$ cat src/rtl/mmio_sim_pkg.sv
// Shared constants and types for the mmio_sim_ctrl simulation-control device.
package mmio_sim_pkg;

    localparam int XLEN               = 32;
    localparam int FIFO_DEPTH_DEF     = 16;
    localparam int TIMEOUT_CYCLES_DEF = 1000;

    localparam logic [XLEN-1:0] CONSOLE_ADDR_DEF = 32'h0020_0000;
    localparam logic [XLEN-1:0] FINISH_ADDR_DEF  = 32'h1000_0000;

    typedef logic [7:0] cons_byte_t;

    // Watchdog width: wide enough to hold TIMEOUT_CYCLES-1 for any timeout value.
    function automatic int wdog_width(input int cycles);
        return $clog2(cycles) + 1;
    endfunction

    localparam int WDOG_W = wdog_width(TIMEOUT_CYCLES_DEF);

endpackage

$ cat src/rtl/mmio_sim_ctrl_if.sv
// Bus bundle for mmio_sim_ctrl: DCCM write port, retire pulse, console stream, status.
// Optional cycle counters are present when MMIO_SIM_CYCLE_CNT_EN is defined.
interface mmio_sim_ctrl_if
    import mmio_sim_pkg::*;
#(
    parameter int XLEN_P     = XLEN,
    parameter int FIFO_DEPTH = FIFO_DEPTH_DEF
);
    localparam int LVL_W = $clog2(FIFO_DEPTH) + 1;

    logic              dccm_wen;
    logic [XLEN_P-1:0] dccm_waddr;
    logic [XLEN_P-1:0] dccm_wdata;
    logic              retire_valid;
    logic              cons_valid;
    cons_byte_t        cons_data;
    logic              cons_ready;
    logic [LVL_W-1:0]  cons_level;
    logic              cons_overflow;
    logic              finish;
    logic [XLEN_P-1:0] exit_code;
    logic              timeout;
`ifdef MMIO_SIM_CYCLE_CNT_EN
    logic [63:0]       cycle_count;
    logic [63:0]       cycles_at_finish;
`endif

    modport slave (
        input  dccm_wen, dccm_waddr, dccm_wdata, retire_valid, cons_ready,
        output cons_valid, cons_data, cons_level, cons_overflow,
        output finish, exit_code, timeout
`ifdef MMIO_SIM_CYCLE_CNT_EN
        , output cycle_count, cycles_at_finish
`endif
    );

    modport master (
        output dccm_wen, dccm_waddr, dccm_wdata, retire_valid, cons_ready,
        input  cons_valid, cons_data, cons_level, cons_overflow,
        input  finish, exit_code, timeout
`ifdef MMIO_SIM_CYCLE_CNT_EN
        , input cycle_count, cycles_at_finish
`endif
    );

endinterface

$ cat src/rtl/mmio_sim_ctrl_fifo.sv
// Synchronous FIFO with registered head (no fall-through) and extra-MSB pointers.
module sync_fifo #(
    parameter int WIDTH = 8,
    parameter int DEPTH = 16
) (
    input  logic                   clk,
    input  logic                   rst,
    input  logic                   i_push,
    input  logic                   i_pop,
    input  logic [WIDTH-1:0]       i_data,
    output logic [WIDTH-1:0]       o_data,
    output logic                   o_full,
    output logic                   o_empty,
    output logic [$clog2(DEPTH):0] o_level
);
    localparam int AW = $clog2(DEPTH);

    logic [WIDTH-1:0] r_mem [DEPTH];
    logic [AW:0]      r_wr_ptr;
    logic [AW:0]      r_rd_ptr;
    logic             w_do_push;
    logic             w_do_pop;

    // A pop frees a slot in the same cycle, so a push into a full FIFO is accepted then.
    assign w_do_pop  = i_pop && !o_empty;
    assign w_do_push = i_push && (!o_full || w_do_pop);

    assign o_empty = (r_wr_ptr == r_rd_ptr);
    assign o_full  = (r_wr_ptr[AW] != r_rd_ptr[AW]) &&
                     (r_wr_ptr[AW-1:0] == r_rd_ptr[AW-1:0]);
    assign o_level = r_wr_ptr - r_rd_ptr;
    assign o_data  = o_empty ? '0 : r_mem[r_rd_ptr[AW-1:0]];

    // NOTE: storage is deliberately not reset; resetting the pointers empties the FIFO.
    always_ff @(posedge clk) begin
        if (w_do_push) r_mem[r_wr_ptr[AW-1:0]] <= i_data;
    end

    always_ff @(posedge clk or posedge rst) begin
        if (rst) begin
            r_wr_ptr <= '0;
            r_rd_ptr <= '0;
        end else begin
            if (w_do_push) r_wr_ptr <= r_wr_ptr + 1'b1;
            if (w_do_pop)  r_rd_ptr <= r_rd_ptr + 1'b1;
        end
    end

endmodule

$ cat src/rtl/mmio_sim_ctrl.sv
// Memory-mapped simulation control: console FIFO, finish/exit-code latch, no-retire watchdog.
// Define MMIO_SIM_CYCLE_CNT_EN to add cycle_count / cycles_at_finish outputs.
module mmio_sim_ctrl
    import mmio_sim_pkg::*;
#(
    parameter logic [XLEN-1:0] CONSOLE_ADDR   = CONSOLE_ADDR_DEF,
    parameter logic [XLEN-1:0] FINISH_ADDR    = FINISH_ADDR_DEF,
    parameter int              FIFO_DEPTH     = FIFO_DEPTH_DEF,
    parameter int              TIMEOUT_CYCLES = TIMEOUT_CYCLES_DEF
) (
    input  logic           clk,
    input  logic           rst,
    mmio_sim_ctrl_if.slave bus
);
    localparam int WD_W = wdog_width(TIMEOUT_CYCLES);

    logic            r_finish;
    logic            r_timeout;
    logic            r_overflow;
    logic [XLEN-1:0] r_exit_code;
    logic [WD_W-1:0] r_wdog;

    logic       w_push;
    logic       w_pop;
    logic       w_full;
    logic       w_empty;
    logic       w_finish_set;
    logic       w_timeout_set;
    cons_byte_t w_head;

    assign w_push = bus.dccm_wen && (bus.dccm_waddr == CONSOLE_ADDR) && !r_finish;
    assign w_pop  = bus.cons_ready && !w_empty;

    // Finish has priority over a coincident watchdog expiry; the two flags never both set.
    assign w_finish_set  = bus.dccm_wen && (bus.dccm_waddr == FINISH_ADDR) &&
                           !r_finish && !r_timeout;
    assign w_timeout_set = !r_finish && !r_timeout && !bus.retire_valid &&
                           (r_wdog == WD_W'(TIMEOUT_CYCLES - 1)) && !w_finish_set;

    sync_fifo #(
        .WIDTH ($bits(cons_byte_t)),
        .DEPTH (FIFO_DEPTH)
    ) u_fifo (
        .clk     (clk),
        .rst     (rst),
        .i_push  (w_push),
        .i_pop   (w_pop),
        .i_data  (bus.dccm_wdata[7:0]),
        .o_data  (w_head),
        .o_full  (w_full),
        .o_empty (w_empty),
        .o_level (bus.cons_level)
    );

    always_ff @(posedge clk or posedge rst) begin
        if (rst) begin
            r_finish    <= 1'b0;
            r_timeout   <= 1'b0;
            r_overflow  <= 1'b0;
            r_exit_code <= '0;
        end else begin
            if (w_push && w_full && !w_pop) r_overflow <= 1'b1;
            if (w_timeout_set) r_timeout <= 1'b1;
            if (w_finish_set) begin
                r_finish    <= 1'b1;
                r_exit_code <= bus.dccm_wdata;
            end
        end
    end

    // Counter stops at TIMEOUT_CYCLES-1 when it expires; the sticky flags then gate it.
    always_ff @(posedge clk or posedge rst) begin
        if (rst) begin
            r_wdog <= '0;
        end else if (!r_finish && !r_timeout) begin
            if (bus.retire_valid)                          r_wdog <= '0;
            else if (r_wdog != WD_W'(TIMEOUT_CYCLES - 1))  r_wdog <= r_wdog + 1'b1;
        end
    end

`ifdef MMIO_SIM_CYCLE_CNT_EN
    logic [63:0] r_cycle_count;
    logic [63:0] r_cycles_at_finish;

    always_ff @(posedge clk or posedge rst) begin
        if (rst) begin
            r_cycle_count      <= '0;
            r_cycles_at_finish <= '0;
        end else begin
            if (!r_finish && !r_timeout) r_cycle_count <= r_cycle_count + 64'd1;
            if (w_finish_set || w_timeout_set) r_cycles_at_finish <= r_cycle_count;
        end
    end

    assign bus.cycle_count      = r_cycle_count;
    assign bus.cycles_at_finish = r_cycles_at_finish;
`endif

    assign bus.cons_valid    = !w_empty;
    assign bus.cons_data     = w_head;
    assign bus.cons_overflow = r_overflow;
    assign bus.finish        = r_finish;
    assign bus.exit_code     = r_exit_code;
    assign bus.timeout       = r_timeout;

endmodule

$ cat src/flat_wrapper.sv
// flat-port wrapper written by rule: the top's interface ports become plain ports
module mmio_sim_ctrl_flat import mmio_sim_pkg::*;
#(
    parameter logic [XLEN-1:0] CONSOLE_ADDR   = CONSOLE_ADDR_DEF,
    parameter logic [XLEN-1:0] FINISH_ADDR    = FINISH_ADDR_DEF,
    parameter int              FIFO_DEPTH     = FIFO_DEPTH_DEF,
    parameter int              TIMEOUT_CYCLES = TIMEOUT_CYCLES_DEF
)
  (clk, rst, bus_dccm_wen, bus_dccm_waddr, bus_dccm_wdata, bus_retire_valid, bus_cons_ready, bus_cons_valid, bus_cons_data, bus_cons_level, bus_cons_overflow, bus_finish, bus_exit_code, bus_timeout);
  mmio_sim_ctrl_if #(.XLEN_P(XLEN), .FIFO_DEPTH(FIFO_DEPTH)) bus_i ();
  input  logic clk;
  input  logic rst;
  input wire logic [$bits(bus_i.dccm_wen)-1:0] bus_dccm_wen;
  input wire logic [$bits(bus_i.dccm_waddr)-1:0] bus_dccm_waddr;
  input wire logic [$bits(bus_i.dccm_wdata)-1:0] bus_dccm_wdata;
  input wire logic [$bits(bus_i.retire_valid)-1:0] bus_retire_valid;
  input wire logic [$bits(bus_i.cons_ready)-1:0] bus_cons_ready;
  output wire logic [$bits(bus_i.cons_valid)-1:0] bus_cons_valid;
  output wire logic [$bits(bus_i.cons_data)-1:0] bus_cons_data;
  output wire logic [$bits(bus_i.cons_level)-1:0] bus_cons_level;
  output wire logic [$bits(bus_i.cons_overflow)-1:0] bus_cons_overflow;
  output wire logic [$bits(bus_i.finish)-1:0] bus_finish;
  output wire logic [$bits(bus_i.exit_code)-1:0] bus_exit_code;
  output wire logic [$bits(bus_i.timeout)-1:0] bus_timeout;
  assign bus_i.dccm_wen = bus_dccm_wen;
  assign bus_i.dccm_waddr = bus_dccm_waddr;
  assign bus_i.dccm_wdata = bus_dccm_wdata;
  assign bus_i.retire_valid = bus_retire_valid;
  assign bus_i.cons_ready = bus_cons_ready;
  assign bus_cons_valid = bus_i.cons_valid;
  assign bus_cons_data = bus_i.cons_data;
  assign bus_cons_level = bus_i.cons_level;
  assign bus_cons_overflow = bus_i.cons_overflow;
  assign bus_finish = bus_i.finish;
  assign bus_exit_code = bus_i.exit_code;
  assign bus_timeout = bus_i.timeout;
  mmio_sim_ctrl #(.CONSOLE_ADDR(CONSOLE_ADDR), .FINISH_ADDR(FINISH_ADDR), .FIFO_DEPTH(FIFO_DEPTH), .TIMEOUT_CYCLES(TIMEOUT_CYCLES)) u_core (.clk(clk), .rst(rst), .bus(bus_i));
endmodule
$ cat config.mk
export PLATFORM = sky130hd
export DESIGN_NAME = mmio_sim_ctrl_flat
export DESIGN_NICKNAME = d
export VERILOG_FILES = /design/src/rtl/mmio_sim_pkg.sv /design/src/rtl/mmio_sim_ctrl_if.sv /design/src/rtl/mmio_sim_ctrl_fifo.sv /design/src/rtl/mmio_sim_ctrl.sv /design/src/flat_wrapper.sv
export SDC_FILE = /design/constraint.sdc
export NUM_CORES = 1
export LEC_CHECK = 0
export CAP_MARGIN = 25
export CORE_MARGIN = 10
export CORE_UTILIZATION = 43
export DETAILED_ROUTE_END_ITERATION = 8
export PLACE_DENSITY = 0.75
export SYNTH_ARGS = -nofsm -noshare
export SYNTH_HDL_FRONTEND = slang
export SYNTH_SLANG_ARGS = --single-unit
$ cat constraint.sdc
create_clock -name clk -period 5.91 [get_ports clk]
set_input_delay 1.773 -clock clk [delete_from_list [all_inputs] [get_ports clk]]
set_output_delay 1.773 -clock clk [all_outputs]
set_load 0.02 [all_outputs]
==> flow_metrics.py <==
metrics = {
    "worst_setup_path": {
        "crit_type": "reg2out",
        "crit_path_max_fanout": 17,
        "start_kind": "register",
        "worst_ep_arrival_time_ps": 3120,
        "crit_required_ps": 4140,
        "crit_path_end_kind": "output port",
    },
    "synth": {
        "synth_seq_cells": 184,
        "async_reset_ff_frac": 0.304,
        "synth_cells": 442,
        "netlist_area_um2": 7720,
        "ys_types": 53,
        "ys_warn_count": 0,
        "synthFlopType": "edfxtp_1",
        "synthesis.nets": 522,
        "synth-edff-count": 128,
        "yosysSeqAreaShare": 0.680,
        "syn_area_per_cell_um2": 17.5,
    },
    "clocking": {
        "cts_tree": "built",
        "postCtsHoldBufs": 0,
        "worstSkewPairLatency_ps": 430,
        "clock-sinks": 184,
        "clkSlewWorstSetupHoldPaths_ps": 70,
        "post_cts_buffers": 0,
        "cts_root_buf": "clkbuf_16",
        "cts_resized": 0,
        "cts_buffer_depth": 2,
        "cts-buffers-inserted": 17,
        "htree_levels": 4,
    },
    "timing": {
        "finalCritPeriodShare": 0.827,
        "maxSlewHeadroom": 0.421,
        "period_needed_ps": 4890,
        "setup_viol": 0,
        "skew_ps": 8.48,
        "fin_ws_ps": 1020,
        "timing.setup.tns_ps": 0,
        "tightest_slew_ps": 854,
        "max_freq_ghz": 0.205,
        "slew_viol_final": 0,
        "rsz0062_at_grt": "false",
        "finalHoldViolations": 0,
    },
    "floorplan": {
        "die_y_um": 154,
        "die_area_um2": 23700,
        "io_pins": 118,
        "initial_core_util": 0.443,
        "dieWidth_um": 154,
        "rows": 48,
        "core_um2": 17400,
    },
    "grt": {
        "grt_max_degree": 57,
        "grt_pass1_vias": 4748,
        "grt_overflow": 0,
        "track_usage": 0.147,
        "antenna_found_initial": 0,
        "grt_first_pass_wirelength_um": 27100,
    },
    "placement": {
        "place_inst": 787,
        "hpwl_um": 12500,
        "pre_cts_ws_ps": 1300,
        "port_buffers": 117,
        "gp_congestion": 0.824,
    },
    "power_and_ir_drop": {
        "p_leak_nw": 3.62,
        "p_total_mw": 3.62,
        "vdd_drop_max_mv": 0.316,
        "powerDensity_nw_per_um2": 369,
    },
    "finish": {
        "drive_above_1_share": 0.209,
        "area_growth_pct": 27.2,
        "final_util": 0.564,
        "n_fill_cell": 1361,
        "fin_cells": 819,
        "n_antenna_cell": 0,
        "fin_nets": 661,
    },
    "routing": {
        "vias": 4416,
        "drt-total-wl_um": 17100,
        "routed_via_density": 5.39,
        "drc_errors": 0,
        "postRouteAntennaNets": 0,
        "drt-initial-drc-count": 245,
        "drt_pass1_iterations": 4,
        "wire_per_inst_um": 20.9,
    },
    "status": {
        "status": "completed",
    },
    "run": {
        "maxCapViolCount": 0,
    },
    "worst_hold_path": {
        "holdCritPathClass": "reg2reg",
    },
}
state kept, by name, indices dropped and copies added (netlist names):
register,flops
u_core.u_fifo.r_wr_ptr,5
u_core.u_fifo.r_mem,128
u_core.u_fifo.r_rd_ptr,5
u_core.bus.cons_overflow,1
u_core.bus.timeout,1
u_core.bus.finish,1
u_core.bus.exit_code,32
u_core.r_wdog,11
synthesized netlist by cell type (3+ instances only):
master    number  share of area
mux4_2        32          0.093
clkbuf_1       7         0.0034
buf_6          4         0.0058
o22ai_1        8         0.0065
nor3b_1        3         0.0029
or3_1          5         0.0041
nor4b_1        3         0.0034
dfrtp_1       56           0.18
a21oi_1        5         0.0032
xor2_1         4         0.0045
xnor2_1        9          0.010
o21ai_0        5         0.0032
nand2b_1       3         0.0024
nor4_2         4         0.0065
inv_1         15         0.0073
buf_2          3         0.0019
nand3_1        4         0.0026
buf_1          3         0.0015
nor3_1        13         0.0084
edfxtp_1     128           0.50
or4_1          3         0.0029
mux2_2        30          0.044
a21o_1         4         0.0039
nand2_1       14         0.0068
ha_1          10          0.016
mux2i_1       17          0.022
nand4_1        7         0.0057
nor2_1         3         0.0015
nor4_1        12         0.0097
layer usage:
metal	vias to the layer above	track usage	routed length, um
li1	2026	-	-
met5	-	0	0
met2	163	0.225	8010
met1	2207	0.179	7100
met4	0	0.0441	263
met3	20	0.0731	1760
cell usage in the layout (no fill, tap or decap), types with 4 or more instances in the layout:
| cell | instances |
|---|---|
| edfxtp_1 | 128 |
| clkdlybuf4s50_1 | 117 |
| dfrtp_1 | 55 |
| mux4_2 | 32 |
| mux2_2 | 30 |
| buf_4 | 21 |
| mux2i_1 | 17 |
| clkbuf_16 | 17 |
| inv_1 | 14 |
| nand2_1 | 14 |
| nor3_1 | 13 |
| nor4_1 | 11 |
| ha_1 | 10 |
| xnor2_1 | 9 |
| o22ai_1 | 8 |
| nand4_1 | 7 |
| o21ai_0 | 5 |
| nor4_2 | 5 |
| a21oi_1 | 5 |
| or3_1 | 5 |
| xor2_1 | 4 |
| a21o_1 | 4 |
| nand3_1 | 4 |
| clkinvlp_4 | 4 |
final timing paths:
check	cells past startpoint	slack, ps	end	from
setup / recovery	7	1020	bus_cons_data[2]	u_core.u_fifo.r_rd_ptr[3]$_DFFE_PP0P_
hold / removal	1	470	u_core.bus.cons_overflow$_DFFE_PP0P_	u_core.bus.cons_overflow$_DFFE_PP0P_
setup reg to reg	7	2630	u_core.u_fifo.r_mem[1][6]$_DFFE_PP_	u_core.u_fifo.r_rd_ptr[3]$_DFFE_PP0P_
hold reg to reg	1	470	u_core.bus.cons_overflow$_DFFE_PP0P_	u_core.bus.cons_overflow$_DFFE_PP0P_
max in group asynchronous	3	3570	u_core.u_fifo.r_rd_ptr[0]$_DFFE_PP0P_	rst
min in group asynchronous	3	1860	u_core.bus.exit_code[13]$_DFFE_PP0P_	rst
critical path, cell delays in order (launching register included):
cell and delay, ps:
dfrtp_1 420, inv_2 380, ha_1 360, and4_1 210, nand2_1 110, nand2_1 230
o22ai_1 320, clkdlybuf4s50_1 660
per-stage QoR:
stage | hold slack [ps] | instance area, um^2
2_1_floorplan | 462 | 7720
3_3_place_gp | 449 | 9220
3_5_place_dp | 451 | 9220
4_1_cts | 471 | 9820
5_1_grt | 501 | 9820
6_report | 466 | 9820
final cells by class:
| cell class | count | area, um^2 | share of cell area |
|---|---|---|---|
| sequential | 184 | 5250 | 0.534 |
| multi-input combinational | 224 | 2300 | 0.235 |
| timing repair buffer | 138 | 1330 | 0.135 |
| clock buffer | 20 | 447 | 0.0455 |
| tap | 225 | 282 | 0.0287 |
| clock inverter | 12 | 150 | 0.0153 |
| inverter | 16 | 60.1 | 0.00612 |
logic make-up after synthesis:
kind of cell | count (synthesis) | share of synthesized area
DFF | 184 | 0.680
AOI/OAI and AO/OA | 31 | 0.0266
buffers and inverters | 34 | 0.0224
and+or+nand+nor | 87 | 0.0736
muxes | 82 | 0.164
adders and majority gates | 11 | 0.0188
xor gates and xnor gates | 13 | 0.0148
report_power, final:
group	internal [mW]	leakage, nW	total, mW	switching (mW)
clock network	0.674	0.278	1.14	0.462
registers	1.40	1.91	1.45	0.0442
logic	0.515	1.42	1.04	0.526
Power figures use the tool's default switching activity.
